<file path="src/rtl/uart_rx_ctrl_if.sv">
// Byte-side handshake of the UART receiver: one-entry valid/ready output plus
// the error and overrun event pulses.
interface uart_rx_ctrl_if;
   logic [7:0] rx_data;
   logic       rx_valid;
   logic       rx_ready;
   logic       rx_err;
   logic       rx_overrun;

   modport master (
      output rx_data, rx_valid, rx_err, rx_overrun,
      input  rx_ready
   );

   modport slave (
      input  rx_data, rx_valid, rx_err, rx_overrun,
      output rx_ready
   );
endinterface

</file>
<file path="src/rtl/uart_rx_ctrl.sv">
// 8N1 UART receiver: mid-bit sampling off a half-period start check, with a
// one-entry holding register on the byte output.
module uart_rx_ctrl #(
   parameter int BIT_TMR_MAX = 10416,
   parameter int HALF_MAX    = BIT_TMR_MAX / 2
) (
   input  logic             CLK,
   input  logic             RST,
   input  logic             UART_RX,
   uart_rx_ctrl_if.master   rx
);

   localparam logic [13:0] BIT_LAST  = 14'(BIT_TMR_MAX);
   localparam logic [13:0] HALF_LAST = 14'(HALF_MAX);

   typedef enum logic [2:0] {
      S_IDLE  = 3'd0,
      S_START = 3'd1,
      S_DATA  = 3'd2,
      S_STOP  = 3'd3,
      S_BREAK = 3'd4
   } state_t;

   state_t      state_q, state_d;
   logic [1:0]  sync_q, sync_d;
   logic [13:0] tmr_q, tmr_d;
   logic [2:0]  idx_q, idx_d;
   logic [7:0]  shreg_q, shreg_d;
   logic [7:0]  data_q, data_d;
   logic        valid_q, valid_d;
   logic        err_q, err_d;
   logic        ovr_q, ovr_d;

   logic rx_s;
   logic deliver;
   logic accept;

   assign rx_s   = sync_q[1];
   assign accept = valid_q & rx.rx_ready;

   always_comb begin
      sync_d   = {sync_q[0], UART_RX};
      state_d  = state_q;
      tmr_d    = tmr_q + 14'd1;
      idx_d    = idx_q;
      shreg_d  = shreg_q;
      err_d    = 1'b0;
      deliver  = 1'b0;

      case (state_q)
         S_IDLE: begin
            if (!rx_s) begin
               state_d = S_START;
               tmr_d   = '0;
            end
         end
         S_START: begin
            if (tmr_q == HALF_LAST) begin
               tmr_d   = '0;
               idx_d   = '0;
               state_d = rx_s ? S_IDLE : S_DATA;
            end
         end
         S_DATA: begin
            if (tmr_q == BIT_LAST) begin
               tmr_d          = '0;
               shreg_d[idx_q] = rx_s;
               idx_d          = idx_q + 3'd1;
               if (idx_q == 3'd7) state_d = S_STOP;
            end
         end
         S_STOP: begin
            if (tmr_q == BIT_LAST) begin
               tmr_d = '0;
               if (rx_s) begin
                  deliver = 1'b1;
                  state_d = S_IDLE;
               end else begin
                  err_d   = 1'b1;
                  state_d = S_BREAK;
               end
            end
         end
         S_BREAK: begin
            // A line stuck low must go high before another start is honoured.
            if (rx_s) begin
               state_d = S_IDLE;
               tmr_d   = '0;
            end
         end
         default: begin
            state_d = S_IDLE;
            tmr_d   = '0;
         end
      endcase
   end

   always_comb begin
      data_d  = data_q;
      valid_d = valid_q;
      ovr_d   = 1'b0;
      if (deliver) begin
         if (!valid_q || accept) begin
            data_d  = shreg_q;
            valid_d = 1'b1;
         end else begin
            ovr_d = 1'b1;
         end
      end else if (accept) begin
         valid_d = 1'b0;
      end
   end

   always_ff @(posedge CLK) begin
      if (RST) begin
         sync_q  <= 2'b11;
         state_q <= S_IDLE;
         tmr_q   <= '0;
         idx_q   <= '0;
         shreg_q <= '0;
         data_q  <= '0;
         valid_q <= 1'b0;
         err_q   <= 1'b0;
         ovr_q   <= 1'b0;
      end else begin
         sync_q  <= sync_d;
         state_q <= state_d;
         tmr_q   <= tmr_d;
         idx_q   <= idx_d;
         shreg_q <= shreg_d;
         data_q  <= data_d;
         valid_q <= valid_d;
         err_q   <= err_d;
         ovr_q   <= ovr_d;
      end
   end

   assign rx.rx_data    = data_q;
   assign rx.rx_valid   = valid_q;
   assign rx.rx_err     = err_q;
   assign rx.rx_overrun = ovr_q;

endmodule
</file>
<file path="src/flat_wrapper.sv">
// flat-port wrapper written by rule: the top's interface ports become plain ports
module uart_rx_ctrl_flat 
#(
   parameter int BIT_TMR_MAX = 10416,
   parameter int HALF_MAX    = BIT_TMR_MAX / 2
)
  (CLK, RST, UART_RX, rx_rx_data, rx_rx_valid, rx_rx_err, rx_rx_overrun, rx_rx_ready);
  uart_rx_ctrl_if rx_i ();
  input  logic CLK;
  input  logic RST;
  input  logic UART_RX;
  output wire logic [$bits(rx_i.rx_data)-1:0] rx_rx_data;
  output wire logic [$bits(rx_i.rx_valid)-1:0] rx_rx_valid;
  output wire logic [$bits(rx_i.rx_err)-1:0] rx_rx_err;
  output wire logic [$bits(rx_i.rx_overrun)-1:0] rx_rx_overrun;
  input wire logic [$bits(rx_i.rx_ready)-1:0] rx_rx_ready;
  assign rx_rx_data = rx_i.rx_data;
  assign rx_rx_valid = rx_i.rx_valid;
  assign rx_rx_err = rx_i.rx_err;
  assign rx_rx_overrun = rx_i.rx_overrun;
  assign rx_i.rx_ready = rx_rx_ready;
  uart_rx_ctrl #(.BIT_TMR_MAX(BIT_TMR_MAX), .HALF_MAX(HALF_MAX)) u_core (.CLK(CLK), .RST(RST), .UART_RX(UART_RX), .rx(rx_i));
endmodule
</file>
<file path="config.mk">
export PLATFORM = sky130hd
export DESIGN_NAME = uart_rx_ctrl_flat
export DESIGN_NICKNAME = d
export VERILOG_FILES = /design/src/rtl/uart_rx_ctrl_if.sv /design/src/rtl/uart_rx_ctrl.sv /design/src/flat_wrapper.sv
export SDC_FILE = /design/constraint.sdc
export NUM_CORES = 1
export LEC_CHECK = 0
export BUFFER_PORTS_ARGS = -buffer_cell sky130_fd_sc_hd__buf_2
export CAP_MARGIN = 10
export CORE_UTILIZATION = 45
export CTS_CLUSTER_DIAMETER = 120
export CTS_CLUSTER_SIZE = 12
export DETAILED_ROUTE_END_ITERATION = 10
export GPL_TIMING_DRIVEN = 0
export PLACE_DENSITY_LB_ADDON = 0.25
export SYNTH_ARGS = -nofsm -noshare
export SYNTH_HDL_FRONTEND = slang
export SYNTH_SLANG_ARGS = --single-unit
</file>
<file path="constraint.sdc">
create_clock -name CLK -period 2.1 [get_ports CLK]
set_input_delay 0.315 -clock CLK [delete_from_list [all_inputs] [get_ports CLK]]
set_output_delay 0.315 -clock CLK [all_outputs]
set_load 0.01 [all_outputs]
</file>
==> flow_metrics.tcl <==
set metrics [dict create \
    placed_area_mm2 0.00201 \
    total_power_mw 2.11 \
    cp_data_required_time_ns 2.29 \
    ctsHoldBuffers 0 \
    relSlewSlack_pct 66.6 \
    ys_types 42 \
    cp_top_family "simple AND/OR/NAND/NOR gates" \
    dp.cells 265 \
    ys_seq_area_share_pct 43.6 \
    synthTopCellsByArea "dfxtp_1 44%, nor2_1 8.8%, mux2i_1 8.5%" \
    setup_tns_ns -0.578 \
    wirelength_um 3780 \
    drtPass1Iterations 4 \
    antenna_cells 0 \
    critPathArrivalTime_ns 2.44 \
    worstMarginPinSlew_ns 0.499 \
    grt_overflow 0 \
    setup_viol_count_final 15 \
    cts_tree "built" \
    rows 23 \
    clock_sinks 41 \
    hold_viol 0 \
    yosys.area.top_type "dfxtp_1" \
    htreeDepth 2 \
    yosys-top-cells-count "44 x nor2_1, 41 x dfxtp_1, 16 x mux2i_1, 9 x nand2_1, 9 x xnor2_1" \
    place_congestion 0.793 \
    violations "negative setup slack" \
    r2r_slack_ns -0.15 \
    avgSynthCellArea_um2 9.36 \
    critPathLaunchType "register" \
    comb_power_share_pct 28.2 \
    netlist_area_mm2 0.00188 \
    end_kind "register" \
    synth-main-ff-cell "dfxtp_1" \
    setup_ws_ns -0.154 \
    syn_inst 201 \
    die_x_um 66.6 \
    clockBufferDepth 2 \
    cp_slowest_cell "or4_4" \
    cts_buffers 5 \
    yosys_warnings 0 \
    track_usage_pct 18.7 \
    fin_cells 288 \
    netSwitchingPower_mw 0.663 \
    critPathKind "register to register" \
    rsz0062_at_grt "yes" \
    min_from "UART_RX" \
    r2r-start "u_core.tmr_q[6]$_SDFF_PP0_" \
    fmax_mhz 444 \
    core_mm2 0.00400 \
    ant_nets 0 \
    outcome "finished with violations" \
    via_per_inst 5.14 \
    die-area_mm2 0.00444 \
    grt_max_degree 15 \
    synthArstFlopShare_pct 0 \
    fin_crit_ns 2.25 \
    dpl.hpwl_um 2360 \
    routedWlPerCell_um 13.1 \
    maxCapViolCount 0 \
    max-vdd-ir-drop_mv 0.413 \
    clk_pin_slew_ns 0.08 \
    path_max_fanout 4 \
    synth_top_area_share_pct 43.6 \
    crit_buf_inv 0 \
    hp-class "input pin to register" \
    power.share.clock_pct 31.0 \
    first_global_vias 1329 \
    max_stage_delay_ns 0.61 \
    fin_skew_ns 0.0133 \
    dr.first_iter.drc_count 72 \
    drive_gt1_share_pct 25.2 \
    nets 245 \
    syn_nets 209 \
    num_vias 1479 \
    io_pins 15 \
    syn_to_final_growth_pct 23.6 \
    p_int_mw 1.45 \
    root_buffer "clkbuf_8" \
    synth_edf_count 0 \
    grt_pass1_wl_um 6090 \
    start_util_pct 47.0 \
    period_share_pct 107 \
    yosysMostFrequentCell "nor2_1" \
    swShare_pct 31.3 \
    p_leak_nw 0.969 \
    clk_latency_ns 0.31 \
    ys_ff_latch 41 \
    fin_area_mm2 0.00232 \
    path_cells "or4b_4 -> or4_4 -> a221oi_4 -> mux2_4" \
    crit_start "u_core.tmr_q[6]$_SDFF_PP0_" \
    seq_power_share_pct 40.8 \
    drc_errors 0 \
    finalMaxSlewViolations 0 \
    p_per_area_mw_per_mm2 909 \
    die_h_um 66.6 \
    fin_util_pct 58.1 \
    antenna_found_initial 0 \
    port_buffers 14 \
]
[state kept, by name, summed over array words and instances (netlist names)]
register and cells:
u_core.rx.rx_data 8, u_core.rx.rx_err 1, u_core.shreg_q 8, u_core.tmr_q 14
u_core.rx.rx_overrun 1, u_core.rx.rx_valid 1, u_core.sync_q 2, u_core.state_q 3
u_core.idx_q 3
[cell usage in the layout (no fill, tap or decap), drive strengths merged, types with 3 or more instances in the layout]
| master | n |
|---|---|
| nand2 | 9 |
| xor2 | 4 |
| nand2b | 7 |
| mux2i | 16 |
| or2 | 5 |
| nor2b | 3 |
| nor3 | 3 |
| buf | 30 |
| dfxtp | 41 |
| a21oi | 6 |
| nand3 | 5 |
| inv | 5 |
| nor2 | 44 |
| clkbuf | 11 |
| ha | 4 |
| and3 | 3 |
| xnor2 | 9 |
| nand4 | 8 |
[area by class of cell]
class / instances / area (um^2)
inverters: 5 / 18.8
flip-flops and latches: 41 / 831
fillers: 353 / 1680
multi-input cells: 148 / 1070
clock buffers: 5 / 68.8
plain buffers: 7 / 33.8
repair buffers: 29 / 198
well taps: 50 / 62.6
clock inverters: 3 / 46.3
[routing by layer]
layer	routed length, um	global-route usage (%)	vias up
met2	1630	28.0	27
met5	0	0	-
met1	1940	24.8	674
met3	139	5.65	8
met4	80	7.18	0
li1	-	-	770
[repair_timing]
item / in CTS / in global routing
endpoints found under the setup margin: 35 / 35
gates resized for setup: 16 / 6
gates cloned: 0 / 1
buffers inserted: 12 / 2
pin swaps: 6 / 5
[worst register-to-register path, cell delays in order, from the launching register on]
cell      delay, ns
dfxtp_4        0.35
or4b_4         0.53
or4_4          0.61
a221oi_4       0.34
mux2_4         0.32
[per-stage QoR]
step,worst slack (ns),hold WS [ns]
floorplan,-0.194,0.389
global placement,-0.432,0.402
detailed placement,-0.427,0.406
CTS,-0.142,0.200
global route,-0.192,0.199
finish,-0.154,0.205
[cells by family after synthesis]
group                      Yosys count  synth area share [%]
buffers and inverters               12                  2.46
and+or+nand+nor                     99                  29.2
DFF                                 41                  43.6
AOI/OAI and AO/OA                   15                  6.65
xor gates and xnor gates            13                  6.05
muxes                               17                  9.31
adders and majority gates            4                  2.66
[final timing paths]
check	endpoint	depth (start not counted)
worst max-delay path	u_core.state_q[0]$_SDFFE_PP0P_	4
worst min-delay path	u_core.sync_q[0]$_SDFF_PP1_	2
worst max register to register	u_core.state_q[0]$_SDFFE_PP0P_	4
worst min register to register	u_core.sync_q[1]$_SDFF_PP1_	1
[power groups by stage]
stage,Clock [mW],Combinational (mW),Sequential (mW)
floorplan,0,0.331,0.872
global placement,0,0.397,0.886
detailed placement,0,0.399,0.885
CTS,0.664,0.537,0.859
global route,0.695,0.644,0.868
finish,0.655,0.596,0.863
No activity file was read; power rests on OpenSTA's default activity.
